## src/rtl/seq_tx_pkg.sv

```systemverilog
// rtl/seq_tx_pkg.sv - state encoding and sync header constants for the 110-link transmitter
package seq_tx_pkg;

  typedef enum logic [2:0] {
    IDLE = 3'd0,
    HDR  = 3'd1,
    DATA = 3'd2,
    PAR  = 3'd3,
    GAP  = 3'd4
  } tx_state_t;

  localparam logic [2:0] SYNC_HDR = 3'b110;
  localparam int         HDR_LEN  = 3;

endpackage

```

## src/rtl/seq_tx_shreg.sv

```systemverilog
// rtl/seq_tx_shreg.sv - loadable MSB-first shift register; parity output only with SEQ_TX_PARITY_EN
module seq_tx_shreg #(
  parameter int DATA_W = 8
) (
  input  logic              clk,
  input  logic              rst,
  input  logic              load,
  input  logic              shift,
  input  logic [DATA_W-1:0] din,
`ifdef SEQ_TX_PARITY_EN
  output logic              par,
`endif
  output logic              msb
);

  logic [DATA_W-1:0] sr;

  always_ff @(posedge clk) begin
    if (!rst) begin
      sr <= '0;
    end else if (load) begin
      sr <= din;
    end else if (shift) begin
      sr <= {sr[DATA_W-2:0], 1'b0};
    end
  end

  assign msb = sr[DATA_W-1];

`ifdef SEQ_TX_PARITY_EN
  // Parity is taken from the word at load time, so shifting never disturbs it.
  always_ff @(posedge clk) begin
    if (!rst) begin
      par <= 1'b0;
    end else if (load) begin
      par <= ^din;
    end
  end
`endif

endmodule

```

## src/rtl/seq_frame_tx.sv

```systemverilog
// rtl/seq_frame_tx.sv - serial 110-sync frame transmitter; SEQ_TX_PARITY_EN adds an even-parity bit
module seq_frame_tx
  import seq_tx_pkg::*;
#(
  parameter int DATA_W     = 8,
  parameter int GAP_CYCLES = 2
) (
  input  logic              clk,
  input  logic              rst,
  input  logic [DATA_W-1:0] in_data,
  input  logic              in_valid,
  output logic              in_ready,
  output logic              out_bit,
  output logic              tx_active,
  output logic              frame_done
);

  localparam int              CNT_W    = $clog2(DATA_W);
  localparam logic [CNT_W-1:0] BIT_LAST = CNT_W'(DATA_W - 1);
  localparam logic [1:0]       HDR_LAST = 2'(HDR_LEN - 1);
  localparam logic [7:0]       GAP_LAST = 8'(GAP_CYCLES - 1);

  tx_state_t        state;
  tx_state_t        state_nxt;
  logic [1:0]       hdr_cnt;
  logic [CNT_W-1:0] bit_cnt;
  logic [7:0]       gap_cnt;
  logic             out_nxt;
  logic             load;
  logic             shift;
  logic             sh_msb;
`ifdef SEQ_TX_PARITY_EN
  logic             sh_par;
`endif

  seq_tx_shreg #(
    .DATA_W (DATA_W)
  ) u_shreg (
    .clk   (clk),
    .rst   (rst),
    .load  (load),
    .shift (shift),
    .din   (in_data),
`ifdef SEQ_TX_PARITY_EN
    .par   (sh_par),
`endif
    .msb   (sh_msb)
  );

  // out_bit is registered, so it is loaded with the bit belonging to the next state.
  always_ff @(posedge clk) begin
    if (!rst) begin
      state   <= IDLE;
      out_bit <= 1'b0;
      hdr_cnt <= '0;
      bit_cnt <= '0;
      gap_cnt <= '0;
    end else begin
      state   <= state_nxt;
      out_bit <= out_nxt;
      hdr_cnt <= (state == HDR) ? hdr_cnt + 2'd1 : 2'd0;
      bit_cnt <= (state == DATA) ? bit_cnt + CNT_W'(1) : '0;
      if (state_nxt == GAP) begin
        gap_cnt <= (state == GAP) ? gap_cnt - 8'd1 : GAP_LAST;
      end else begin
        gap_cnt <= '0;
      end
    end
  end

  always_comb begin
    state_nxt = state;
    case (state)
      IDLE: if (in_valid) state_nxt = HDR;
      HDR:  if (hdr_cnt == HDR_LAST) state_nxt = DATA;
      DATA: begin
        if (bit_cnt == BIT_LAST) begin
`ifdef SEQ_TX_PARITY_EN
          state_nxt = PAR;
`else
          state_nxt = GAP;
`endif
        end
      end
`ifdef SEQ_TX_PARITY_EN
      PAR:  state_nxt = GAP;
`endif
      GAP:  if (gap_cnt == 8'd0) state_nxt = IDLE;
      default: state_nxt = IDLE;
    endcase
  end

  always_comb begin
    in_ready   = (state == IDLE);
    tx_active  = (state == HDR) || (state == DATA) || (state == PAR);
    frame_done = (state == GAP) && (gap_cnt == GAP_LAST);
    load       = 1'b0;
    shift      = 1'b0;
    out_nxt    = 1'b0;
    case (state)
      IDLE: begin
        if (in_valid) begin
          load    = 1'b1;
          out_nxt = SYNC_HDR[2];
        end
      end
      HDR: begin
        case (hdr_cnt)
          2'd0:    out_nxt = SYNC_HDR[1];
          2'd1:    out_nxt = SYNC_HDR[0];
          default: begin
            out_nxt = sh_msb;
            shift   = 1'b1;
          end
        endcase
      end
      DATA: begin
        if (bit_cnt == BIT_LAST) begin
`ifdef SEQ_TX_PARITY_EN
          out_nxt = sh_par;
`else
          out_nxt = 1'b0;
`endif
        end else begin
          out_nxt = sh_msb;
          shift   = 1'b1;
        end
      end
      default: out_nxt = 1'b0;
    endcase
  end

endmodule
```

## config.mk

```make
export PLATFORM = sky130hd
export DESIGN_NAME = seq_frame_tx
export DESIGN_NICKNAME = d
export VERILOG_FILES = /design/src/rtl/seq_tx_pkg.sv /design/src/rtl/seq_tx_shreg.sv /design/src/rtl/seq_frame_tx.sv
export SDC_FILE = /design/constraint.sdc
export NUM_CORES = 1
export LEC_CHECK = 0
export CAP_MARGIN = 25
export CORE_MARGIN = 4
export CORE_UTILIZATION = 50
export DETAILED_ROUTE_END_ITERATION = 10
export PLACE_DENSITY = 0.75
export SYNTH_ARGS = -nofsm -noshare
export SYNTH_HDL_FRONTEND = slang
export SYNTH_SLANG_ARGS = --single-unit
export TNS_END_PERCENT = 100
```

## constraint.sdc

```tcl
create_clock -name clk -period 5.7 [get_ports clk]
set_input_delay 0.57 -clock clk [delete_from_list [all_inputs] [get_ports clk]]
set_output_delay 0.57 -clock clk [all_outputs]
set_load 0.05 [all_outputs]
```

==> results.md <==
* Max Fclk at 349 MHz
* Crit-path max FO at 5
* Post-synthesis sequential area ratio at 42.9%
* Cts hold-fix bufs at 0
* CTS Root Buffer Type: clkbuf_4
* Chip height at 56.3 µm
* Endpoints failing setup at 0
* Total GRT Usage at 14.2%
* Crit end category: primary output
* Psw at 0.0700 mW
* Post-CTS sizing at 0
* Setup slack after layout at 2830 ps
* Synth Area per Inst at 9.40 µm²
* Critical path's largest stage delay at 860 ps
* Via/cell ratio at 5.34
* Via count at 881
* Final Hold Violating Endpoints at 0
* Final period util at 50.3%
* WP buf/inv at 1
* First-pass GRT wire length at 3630 µm
* Peak supply drop at 0.158 mV
* Clk_lat worst skew at 300 ps
* Worst slew margin at 66.8%
* Routed WL at 2040 µm
* Ant diodes at 0
* Post-DR wirelength/cell at 12.3 µm
* Reported max-cap violation count at 0
* RSZ-0062 raised after global routing: no
* Initial DRC Count at 18
* Core Area at 2210 µm²
* TritonCTS buffer count at 3
* Minimum clock period at 2870 ps
* Cells after Synth at 124
* Row count at 17
* Final core occ at 60.8%
* Clock power share at 25.1%
* CTS H-tree lvls at 1
* Final Skew at 5.31 ps
* Antenna Violating Nets Remaining at 0
* Sum of negative setup slack at 0 ps
* Routability cong. at 0.756
* Final slew viol count at 0
* GRT overflow at 0
* Clk sinks at 25
* Lkg Pwr at 0.522 nW
* Switching Fraction at 23.6%
* DP Area at 1320 µm²
* Critical path's slowest cell: clkdlybuf4s50_1
* Layout area overhead at 15.3%
* Crit path cell chain: nor4_2, nor4b_1, clkdlybuf4s50_1
* Power share of the combinational group at 12.1%
* I/O Buffers at 14
* Chip width at 56.3 µm
* Pin count of the biggest net entering global routing at 16
* Slew @ Worst Pin at 496 ps
* Initial core utilization at 52.7%
* Distinct cells, synth at 33
* TritonCTS clock tree: done
* Ys Warns at 0
* Setup slack at placement at 3190 ps
* PwrDens at 220 nW/µm²
* NumNets Final at 157
* Drt pass-1 iters at 4
* Cell internal pwr at 0.226 mW
* Crit path max-delay family: buffers and inverters
* HP Class: reg -> reg
* Detailed placement HPWL at 1580 µm
* Layout cells sized above 1 at 5.84%
* Initial antenna violation count at 0
* Status: finished, final reports clean
* Io pins at 15
* WS Path Type: reg -> out
* Clock slew seen by the registers of the worst setup and hold paths at 120 ps
* CP arrival at 2300 ps
* Vias in the first global route at 900
* Req. time, crit path at 5130 ps
* Mapped cell area at 1170 µm²
* Total power at 0.296 mW
* Syn Nets at 143
* Finished Cell Area at 1350 µm²
* Clock buffer depth at 2
* Residual DRC count at 0
* Share of power burned in registers at 62.8%
* Die footprint at 3170 µm²
* Postcts setup bufs at 0
* CP Launch Type: register
* Number of synthesized register bits at 25
-- path summary, 6_finish.rpt --
check                           cells past startpoint  slack, ps             to        from
worst max-delay path                                3       2830     frame_done  gap_cnt[4]
worst min-delay path                                1        450     bit_cnt[0]  bit_cnt[0]
worst max register to register                      6       3750  u_shreg.sr[1]  hdr_cnt[0]
worst min register to register                      1        450     bit_cnt[0]  bit_cnt[0]
-- state kept, by name (all words and copies together), names as in the netlist --
| name | cells |
|---|---|
| bit_cnt | 3 |
| gap_cnt | 8 |
| hdr_cnt | 2 |
| out_bit | 1 |
| state | 3 |
| u_shreg.sr | 8 |
-- logic make-up (layout without fill, tap and decap cells) --
logic type	after synthesis	in the layout	synth area share, %
compound gates	26	26	13.9
xor+xnor	4	4	3.00
fa+ha+maj	8	8	8.58
buf+inv	10	23	3.54
flops	25	25	42.9
mux	8	8	6.87
simple gates	43	43	21.1
-- area by class of cell --
type | count | area [µm²]
flip-flops and latches | 25 | 500
clock buffers | 4 | 26.3
multi-input cells | 89 | 624
repair buffers | 14 | 140
well taps | 28 | 35.0
fillers | 217 | 867
inverters | 5 | 18.8
-- power groups by stage --
stage	clock [mW]	combinational [mW]	sequential, mW
after global placement	0	0.0358	0.190
after detailed placement	0	0.0363	0.190
after global routing	0.0850	0.0396	0.187
after CTS	0.0769	0.0363	0.186
after floorplan	0	0.0226	0.190
final	0.0743	0.0359	0.186
-- stage by stage --
step | cells | hold WS [ps]
after detailed placement | 161 | 458
after global routing | 165 | 491
after floorplan | 124 | 398
after global placement | 161 | 409
final | 165 | 454
after CTS | 165 | 476
-- per-layer routing --
metal / track usage, % / vias up / wire length, µm
met3: 2.07 / 2 / 82
met4: 7.46 / 0 / 25
met5: 0 / - / 0
li1: - / 456 / -
met1: 16.3 / 401 / 919
met2: 25.0 / 22 / 1010
-- Yosys cell counts, drive strengths merged --
master,n,area share (%)
a2111oi,1,0.75
a21bo,1,0.86
a21boi,1,0.64
a21oi,11,5.7
a2bb2oi,1,0.75
a31o,1,0.75
a31oi,2,1.1
and2,3,1.6
buf,1,0.64
clkbuf,4,1.3
dfxtp,25,43
ha,8,8.6
inv,5,1.6
mux2i,8,6.9
nand2,6,1.9
nand2b,1,0.54
nand3,2,0.86
nand3b,2,1.3
nand4bb,1,0.97
nor2,15,4.8
nor2b,3,1.6
nor3,3,1.3
nor3b,1,0.64
nor4,1,1.1
nor4b,2,1.5
nor4bb,1,0.86
o21ai,8,3.4
or3b,1,0.97
or4b,1,1.2
xnor2,3,2.3
xor2,1,0.75
-- worst reg2reg max path, stage by stage (launching register included) --
cell and delay (ps):
dfxtp_1 380, inv_1 80, ha_1 200, or4b_4 530, a21oi_4 330, mux2i_1 230
a21oi_1 80
-- layout by cell type, fill, tap and decap left out, types with 2 or more instances in the layout --
master           Yosys  layout
dfxtp_1             25      25
nor2_1              15      15
clkdlybuf4s50_1      0      14
a21oi_1             10      10
mux2i_1              8       8
ha_1                 8       8
o21ai_0              7       7
nand2_1              6       6
inv_1                5       5
nor3_1               3       3
nor2b_1              3       3
and2_1               3       3
xnor2_1              3       3
clkbuf_4             0       3
nand3_1              2       2
nor4b_1              2       2
nand3b_1             2       2
a31oi_1              2       2
(Power assumes the default switching activity.)
